$ cat src/rtl/tlb_l2_pkg.sv
// Shared types and constants for the L2 TLB port arbiter.
package tlb_l2_pkg;

    // Cycles the L2 is busy after reset or flush-all: start + 256-set sweep + return.
    localparam int unsigned FLUSH_CYCLES = 258;
    localparam logic [8:0]  FLUSH_LOAD   = 9'(FLUSH_CYCLES - 1);

    // The L2 only stores fills whose physical address is below 64 MB.
    localparam logic [31:0] PHYS_LIMIT = 32'h0400_0000;

    typedef enum logic [2:0] {
        StWaitFlush,
        StIdle,
        StLkAddr,
        StLkCmp,
        StWrite,
        StFlush1,
        StFlall
    } state_e;

    typedef struct packed {
        logic        hit;
        logic [31:0] physical;
        logic        pwt;
        logic        pcd;
        logic        crw;
        logic        csu;
    } lookup_res_t;

    // True when the L2 will keep a fill with this physical address.
    function automatic logic phys_accepted(logic [31:0] physical);
        return physical < PHYS_LIMIT;
    endfunction

endpackage

$ cat src/rtl/tlb_l2_lookup_pick.sv
// Grant selection between the code and data lookup requesters.
// TLB_L2_ARB_RR_EN: round-robin between the two; otherwise data always wins.
module tlb_l2_lookup_pick (
`ifdef TLB_L2_ARB_RR_EN
    input  logic clk,
    input  logic rst,
    input  logic take,
`endif
    input  logic code_do,
    input  logic data_do,
    output logic grant_valid,
    output logic grant_data
);

`ifdef TLB_L2_ARB_RR_EN
    // 1 = data has priority on the next contested grant.
    logic ptr_data_q;

    // Pick the requester; the pointer breaks ties.
    always_comb begin
        grant_valid = code_do | data_do;
        grant_data  = data_do;
        if (code_do && data_do) begin
            grant_data = ptr_data_q;
        end
    end

    // After a grant, favour the source that was not served.
    always_ff @(posedge clk or posedge rst) begin
        if (rst) begin
            ptr_data_q <= 1'b0;
        end else if (take) begin
            ptr_data_q <= ~grant_data;
        end
    end
`else
    // Fixed priority: data beats code.
    always_comb begin
        grant_valid = code_do | data_do;
        grant_data  = data_do;
    end
`endif

endmodule

$ cat src/rtl/tlb_l2_arbiter.sv
// Sequencer sharing the single L2 TLB port between lookups, fills and invalidations.
// Optional macro TLB_L2_ARB_RR_EN selects round-robin code/data lookup arbitration.
module tlb_l2_arbiter
    import tlb_l2_pkg::*;
(
    input  logic        clk,
    input  logic        rst,

    input  logic        code_req_do,
    input  logic [31:0] code_req_linear,
    input  logic        code_req_rw,
    output logic        code_done,
    output logic        code_hit,
    output logic [31:0] code_physical,
    output logic        code_pwt,
    output logic        code_pcd,
    output logic        code_crw,
    output logic        code_csu,

    input  logic        data_req_do,
    input  logic [31:0] data_req_linear,
    input  logic        data_req_rw,
    output logic        data_done,
    output logic        data_hit,
    output logic [31:0] data_physical,
    output logic        data_pwt,
    output logic        data_pcd,
    output logic        data_crw,
    output logic        data_csu,

    input  logic        wr_do,
    input  logic [31:0] wr_linear,
    input  logic [31:0] wr_physical,
    input  logic        wr_pwt,
    input  logic        wr_pcd,
    input  logic        wr_crw,
    input  logic        wr_csu,
    input  logic        wr_dirty,
    output logic        wr_done,

    input  logic        fl1_do,
    input  logic [31:0] fl1_address,
    output logic        fl1_done,

    input  logic        flall_do,
    output logic        flall_done,

    output logic        l2_translate_do,
    output logic [31:0] l2_translate_linear,
    output logic        l2_rw,
    output logic        l2_write_do,
    output logic [31:0] l2_write_linear,
    output logic [31:0] l2_write_physical,
    output logic        l2_write_pwt,
    output logic        l2_write_pcd,
    output logic        l2_write_crw,
    output logic        l2_write_csu,
    output logic        l2_flushsingle_do,
    output logic [31:0] l2_flushsingle_address,
    output logic        l2_flushall_do,

    input  logic        l2_translate_valid,
    input  logic [31:0] l2_translate_physical,
    input  logic        l2_translate_pwt,
    input  logic        l2_translate_pcd,
    input  logic        l2_translate_crw,
    input  logic        l2_translate_csu
);

    state_e      state_q, state_d;
    logic [8:0]  cnt_q, cnt_d;
    logic        grant_valid, grant_data;
    logic        take_lk, ld_wr, ld_fl1;
    logic        src_data_q, rw_q;
    logic [31:0] lk_linear_q, wr_linear_q, wr_physical_q, fl1_address_q;
    logic [3:0]  wr_attr_q;
    lookup_res_t code_res_q, data_res_q, l2_res;

    tlb_l2_lookup_pick u_pick (
`ifdef TLB_L2_ARB_RR_EN
        .clk         (clk),
        .rst         (rst),
        .take        (take_lk),
`endif
        .code_do     (code_req_do),
        .data_do     (data_req_do),
        .grant_valid (grant_valid),
        .grant_data  (grant_data)
    );

    assign l2_res = {l2_translate_valid, l2_translate_physical, l2_translate_pwt,
                     l2_translate_pcd, l2_translate_crw, l2_translate_csu};

    // Next-state: fixed priority in IDLE, every operation returns through IDLE.
    always_comb begin
        state_d = state_q;
        cnt_d   = cnt_q;
        take_lk = 1'b0;
        ld_wr   = 1'b0;
        ld_fl1  = 1'b0;
        unique case (state_q)
            StWaitFlush, StFlall: begin
                if (cnt_q == '0) begin
                    state_d = StIdle;
                end else begin
                    cnt_d = cnt_q - 9'd1;
                end
            end
            StIdle: begin
                if (flall_do) begin
                    state_d = StFlall;
                    cnt_d   = FLUSH_LOAD;
                end else if (fl1_do) begin
                    state_d = StFlush1;
                    ld_fl1  = 1'b1;
                end else if (wr_do) begin
                    state_d = StWrite;
                    ld_wr   = 1'b1;
                end else if (grant_valid) begin
                    state_d = StLkAddr;
                    take_lk = 1'b1;
                end
            end
            StLkAddr: state_d = StLkCmp;
            // LK_CMP, WRITE and FLUSH1 always hand back to IDLE.
            default:  state_d = StIdle;
        endcase
    end

    // L2 strobes decode straight from state; flush-all only on its first cycle.
    always_comb begin
        l2_translate_do   = (state_q == StLkAddr) || (state_q == StLkCmp);
        l2_write_do       = (state_q == StWrite);
        l2_flushsingle_do = (state_q == StFlush1);
        l2_flushall_do    = (state_q == StFlall) && (cnt_q == FLUSH_LOAD);
    end

    // State and sweep counter; reset starts in the L2's own reset sweep.
    always_ff @(posedge clk or posedge rst) begin
        if (rst) begin
            state_q <= StWaitFlush;
            cnt_q   <= FLUSH_LOAD;
        end else begin
            state_q <= state_d;
            cnt_q   <= cnt_d;
        end
    end

    // Done pulses land in the IDLE cycle that follows each operation.
    always_ff @(posedge clk or posedge rst) begin
        if (rst) begin
            code_done  <= 1'b0;
            data_done  <= 1'b0;
            wr_done    <= 1'b0;
            fl1_done   <= 1'b0;
            flall_done <= 1'b0;
        end else begin
            code_done  <= (state_q == StLkCmp) && !src_data_q;
            data_done  <= (state_q == StLkCmp) && src_data_q;
            wr_done    <= (state_q == StWrite);
            fl1_done   <= (state_q == StFlush1);
            flall_done <= (state_q == StFlall) && (cnt_q == '0);
        end
    end

    // Latch the granted request; these also hold the L2 buses between operations.
    always_ff @(posedge clk or posedge rst) begin
        if (rst) begin
            src_data_q    <= 1'b0;
            rw_q          <= 1'b0;
            lk_linear_q   <= '0;
            wr_linear_q   <= '0;
            wr_physical_q <= '0;
            wr_attr_q     <= '0;
            fl1_address_q <= '0;
        end else begin
            if (take_lk) begin
                src_data_q  <= grant_data;
                lk_linear_q <= grant_data ? data_req_linear : code_req_linear;
                rw_q        <= grant_data ? data_req_rw : code_req_rw;
            end
            if (ld_wr) begin
                wr_linear_q   <= wr_linear;
                wr_physical_q <= wr_physical;
                wr_attr_q     <= {wr_pwt, wr_pcd, wr_crw, wr_csu};
                rw_q          <= wr_dirty;
            end
            if (ld_fl1) begin
                fl1_address_q <= fl1_address;
            end
        end
    end

    // Capture the L2 read result for whichever source owns the lookup.
    always_ff @(posedge clk or posedge rst) begin
        if (rst) begin
            code_res_q <= '0;
            data_res_q <= '0;
        end else if (state_q == StLkCmp) begin
            if (src_data_q) begin
                data_res_q <= l2_res;
            end else begin
                code_res_q <= l2_res;
            end
        end
    end

    assign l2_translate_linear    = lk_linear_q;
    assign l2_rw                  = rw_q;
    assign l2_write_linear        = wr_linear_q;
    assign l2_write_physical      = wr_physical_q;
    assign l2_write_pwt           = wr_attr_q[3];
    assign l2_write_pcd           = wr_attr_q[2];
    assign l2_write_crw           = wr_attr_q[1];
    assign l2_write_csu           = wr_attr_q[0];
    assign l2_flushsingle_address = fl1_address_q;

    assign code_hit      = code_res_q.hit;
    assign code_physical = code_res_q.physical;
    assign code_pwt      = code_res_q.pwt;
    assign code_pcd      = code_res_q.pcd;
    assign code_crw      = code_res_q.crw;
    assign code_csu      = code_res_q.csu;
    assign data_hit      = data_res_q.hit;
    assign data_physical = data_res_q.physical;
    assign data_pwt      = data_res_q.pwt;
    assign data_pcd      = data_res_q.pcd;
    assign data_crw      = data_res_q.crw;
    assign data_csu      = data_res_q.csu;

endmodule

$ cat config.mk
export PLATFORM = sky130hd
export DESIGN_NAME = tlb_l2_arbiter
export DESIGN_NICKNAME = d
export VERILOG_FILES = /design/src/rtl/tlb_l2_pkg.sv /design/src/rtl/tlb_l2_lookup_pick.sv /design/src/rtl/tlb_l2_arbiter.sv
export SDC_FILE = /design/constraint.sdc
export NUM_CORES = 1
export LEC_CHECK = 0
export CAP_MARGIN = 20
export CORE_ASPECT_RATIO = 0.5
export CORE_MARGIN = 2
export CORE_UTILIZATION = 44
export CTS_CLUSTER_DIAMETER = 100
export DETAILED_ROUTE_END_ITERATION = 8
export GPL_TIMING_DRIVEN = 0
export PLACE_DENSITY = 0.92
export SLEW_MARGIN = 20
export SYNTH_ARGS = -nofsm -noshare
export SYNTH_HDL_FRONTEND = slang
export SYNTH_SLANG_ARGS = --single-unit
$ cat constraint.sdc
create_clock -name clk -period 16.01 [get_ports clk]
set_clock_uncertainty 0.15 [all_clocks]
set_input_delay 1.601 -clock clk [delete_from_list [all_inputs] [get_ports clk]]
set_output_delay 1.601 -clock clk [all_outputs]
set_load 0.03 [all_outputs]
==> impl_metrics.yaml <==
detailed_routing:
  route.met2.wl_um: 14320
  routed_wl_um: 27920
  drc: 0
  first_pass_iters: 4
  wl_per_cell_um: 20.73
  drtIter0Drc: 266
  routed.top_layer: "met4"
  met1_length_um: 10840
  viasPerCell: 5.061
  wl_met3_um: 1822
  dr_total_vias: 6817
  ant_nets: 0
cts:
  clock_sinks: 225
  htreeDepth: 1
  cts_hold_buf: 0
  cts_made_buffers: 21
  clock_tree.root_cell: "clkbuf_16"
  insertion_delay_ps: 510
  cts_tree: "done"
  post_cts_resize_count: 0
  cts_max_path_buffers: 3
  cts_setup_buffers: 0
  path_clk_slew_ps: 70
synthesis:
  yosys.area.top_type: "dfrtp_1"
  synth_top_flop_cell: "dfrtp_1"
  yosysSeqAreaShare_pct: 62.94
  synth_area_um2: 8950
  yosysTopAreaCellShare_pct: 62.35
  avgSynthCellArea_um2: 14.48
  ys_warn_count: 0
  ys_types: 44
  synth_seq_cells: 225
  synth-async-reset-ratio_pct: 100.0
  synth_fp_nets: 832
  syn_inst: 618
  synth_edf_count: 0
  synth_area_leaders: "dfrtp_1 62%, mux2_2 22%, mux2i_1 3.6%"
pwr:
  p_leak_nw: 6.157
  power_density_nw_per_um2: 221.4
  ir_drop_uv: 109.7
floorplan:
  io_pins: 427
  rows: 36
  dieArea_um2: 21570
  core-area_um2: 19680
  floorplan.initialDensity_pct: 45.47
  die_height_um: 104.9
  die_x_um: 205.7
setup_path:
  end_kind: "primary output"
  critPathMaxFanout: 10
  start_kind: "flip-flop"
  crit_required_ps: 14260
  worstSetupEndpoint: "l2_flushall_do"
  critPathLaunch: "cnt_q[2]"
  crit_arrival_ps: 2530
  reg2reg_from: "cnt_q[1]"
  ff2ff_path_depth: 6
  worstSetupPathType: "reg2out"
  r2r_slack_ps: 13860
  reg2reg_to: "cnt_q[8]"
layout:
  drive_above_1_share_pct: 22.24
  most-common-layout-cells: "425 x clkdlybuf4s50_1, 223 x dfrtp_1, 176 x mux2_2, 40 x o21ai_0, 38 x nand2_1"
  ff_latch_area_um2: 5633
  multi_input_area_um2: 3118
  nets: 1282
  final_common_cell: "clkdlybuf4s50_1"
  num-fill-cells: 1261
  syn_to_final_growth_pct: 59.47
timing:
  fin_crit_sh_pct: 26.74
  period_needed_ps: 4280
  clock.fmax_ghz: 0.2336
  hold_viol_final: 0
  tns_ps: 0
  fin_ws_ps: 11730
  setup_viol: 0
  worst_slew_pin_slew_ps: 763.8
  drv_slew: 0
  slew_headroom_pct: 49.08
  rsz0062_at_grt: "no"
hold_path:
  hold_path_class: "reg2reg"
global_route:
  grt.overflow.total: 0
  antenna_found_initial: 2
  grt_max_degree: 108
  grt_pass1_vias: 7433
  grt_usage_pct: 25.97
  grt_first_pass_wirelength_um: 42740
placement:
  globalplace.congestion: 0.9353
  portBuffers: 425
  dp_slack_ps: 12270
  dp_hpwl_um: 21200
run_status:
  outcome: "finished, final reports clean"
job:
  cap_violations: 0
## routing by layer
metal / track usage, % / vias up
li1: - / 3085
met3: 6.675 / 69
met2: 45.79 / 235
met1: 30.78 / 3428
met4: 8.993 / 0
met5: 0 / -
## worst min-delay path by stage
stage / endpoint / slack (ps) / depth (start not counted) / start
finish: l2_translate_linear[28] / 330 / 2 / l2_translate_linear[28]
global route: l2_translate_linear[23] / 360 / 2 / l2_translate_linear[23]
CTS: l2_translate_linear[28] / 330 / 2 / l2_translate_linear[28]
detailed placement: l2_translate_linear[28] / 320 / 2 / l2_translate_linear[28]
global placement: l2_translate_linear[28] / 320 / 2 / l2_translate_linear[28]
floorplan: cnt_q[7] / 330 / 1 / cnt_q[7]
## state kept, by name, summed over array words and instances (netlist names), 3 cells and up
register / count
data_physical: 32
state_q: 3
l2_write_physical: 32
l2_translate_linear: 32
wr_attr_q: 4
cnt_q: 9
l2_write_linear: 32
code_physical: 32
l2_flushsingle_address: 32
## cells in the mapped netlist (4+ instances only)
library cell and count:
nand2_1 38, nor2_1 6, buf_2 15, a21o_1 4
a31oi_1 4, clkbuf_1 9, a21oi_1 5, nor2b_1 4
mux2_2 176, inv_1 9, nor3_1 5, dfrtp_1 223
mux2i_1 32, buf_4 7, o21ai_0 40
## worst max-delay path, cell delays in order (launching register included)
cell and delay [ps]:
dfrtp_1 350, clkbuf_1 180, nor3_2 470, nand3_1 130, nor3_1 150, clkdlybuf4s50_1 730
## final cells by class
cell class                      count  area share [%]
Timing Repair Buffer              427           30.19
Inverter                            9          0.2893
Sequential cell                   225           39.47
Clock buffer                       28           4.076
Tap cell                          266           2.332
Multi-Input combinational cell    352           21.85
Antenna cell                        2         0.03507
Buffer                             32           1.157
Clock inverter                      6          0.6049
## through the flow
stage	utilization (%)	power [mW]	cell area [um2]	hold slack (ps)	cells
floorplan	-	1.904	8950	329.9	618
global placement	68.77	2.598	13540	316.2	1309
detailed placement	69.09	2.659	13600	319.2	1311
CTS	72.48	3.179	14270	333.8	1345
global route	72.50	3.300	14270	356.9	1346
finish	72.51	3.160	14270	332.1	1347
## power breakdown
group / switching, mW / internal [mW] / total (mW)
Sequential: 0.161 / 0.849 / 1.01
Clock: 0.218 / 0.287 / 0.505
Combinational: 0.904 / 0.741 / 1.65
Total: 1.28 / 1.88 / 3.16
## kinds of logic (layout without fill, tap and decap cells)
family / count (synthesis) / count (layout) / synth area share (%)
compound gates: 65 / 65 / 4.250
xor+xnor: 1 / 1 / 0.09788
fa+ha+maj: 3 / 3 / 0.4194
buf+inv: 41 / 502 / 2.223
flops: 225 / 225 / 62.94
mux: 209 / 209 / 25.89
other cells: 0 / 2 / 0
simple gates: 74 / 74 / 4.180
Note: power is estimated with default switching activity, not from simulation.
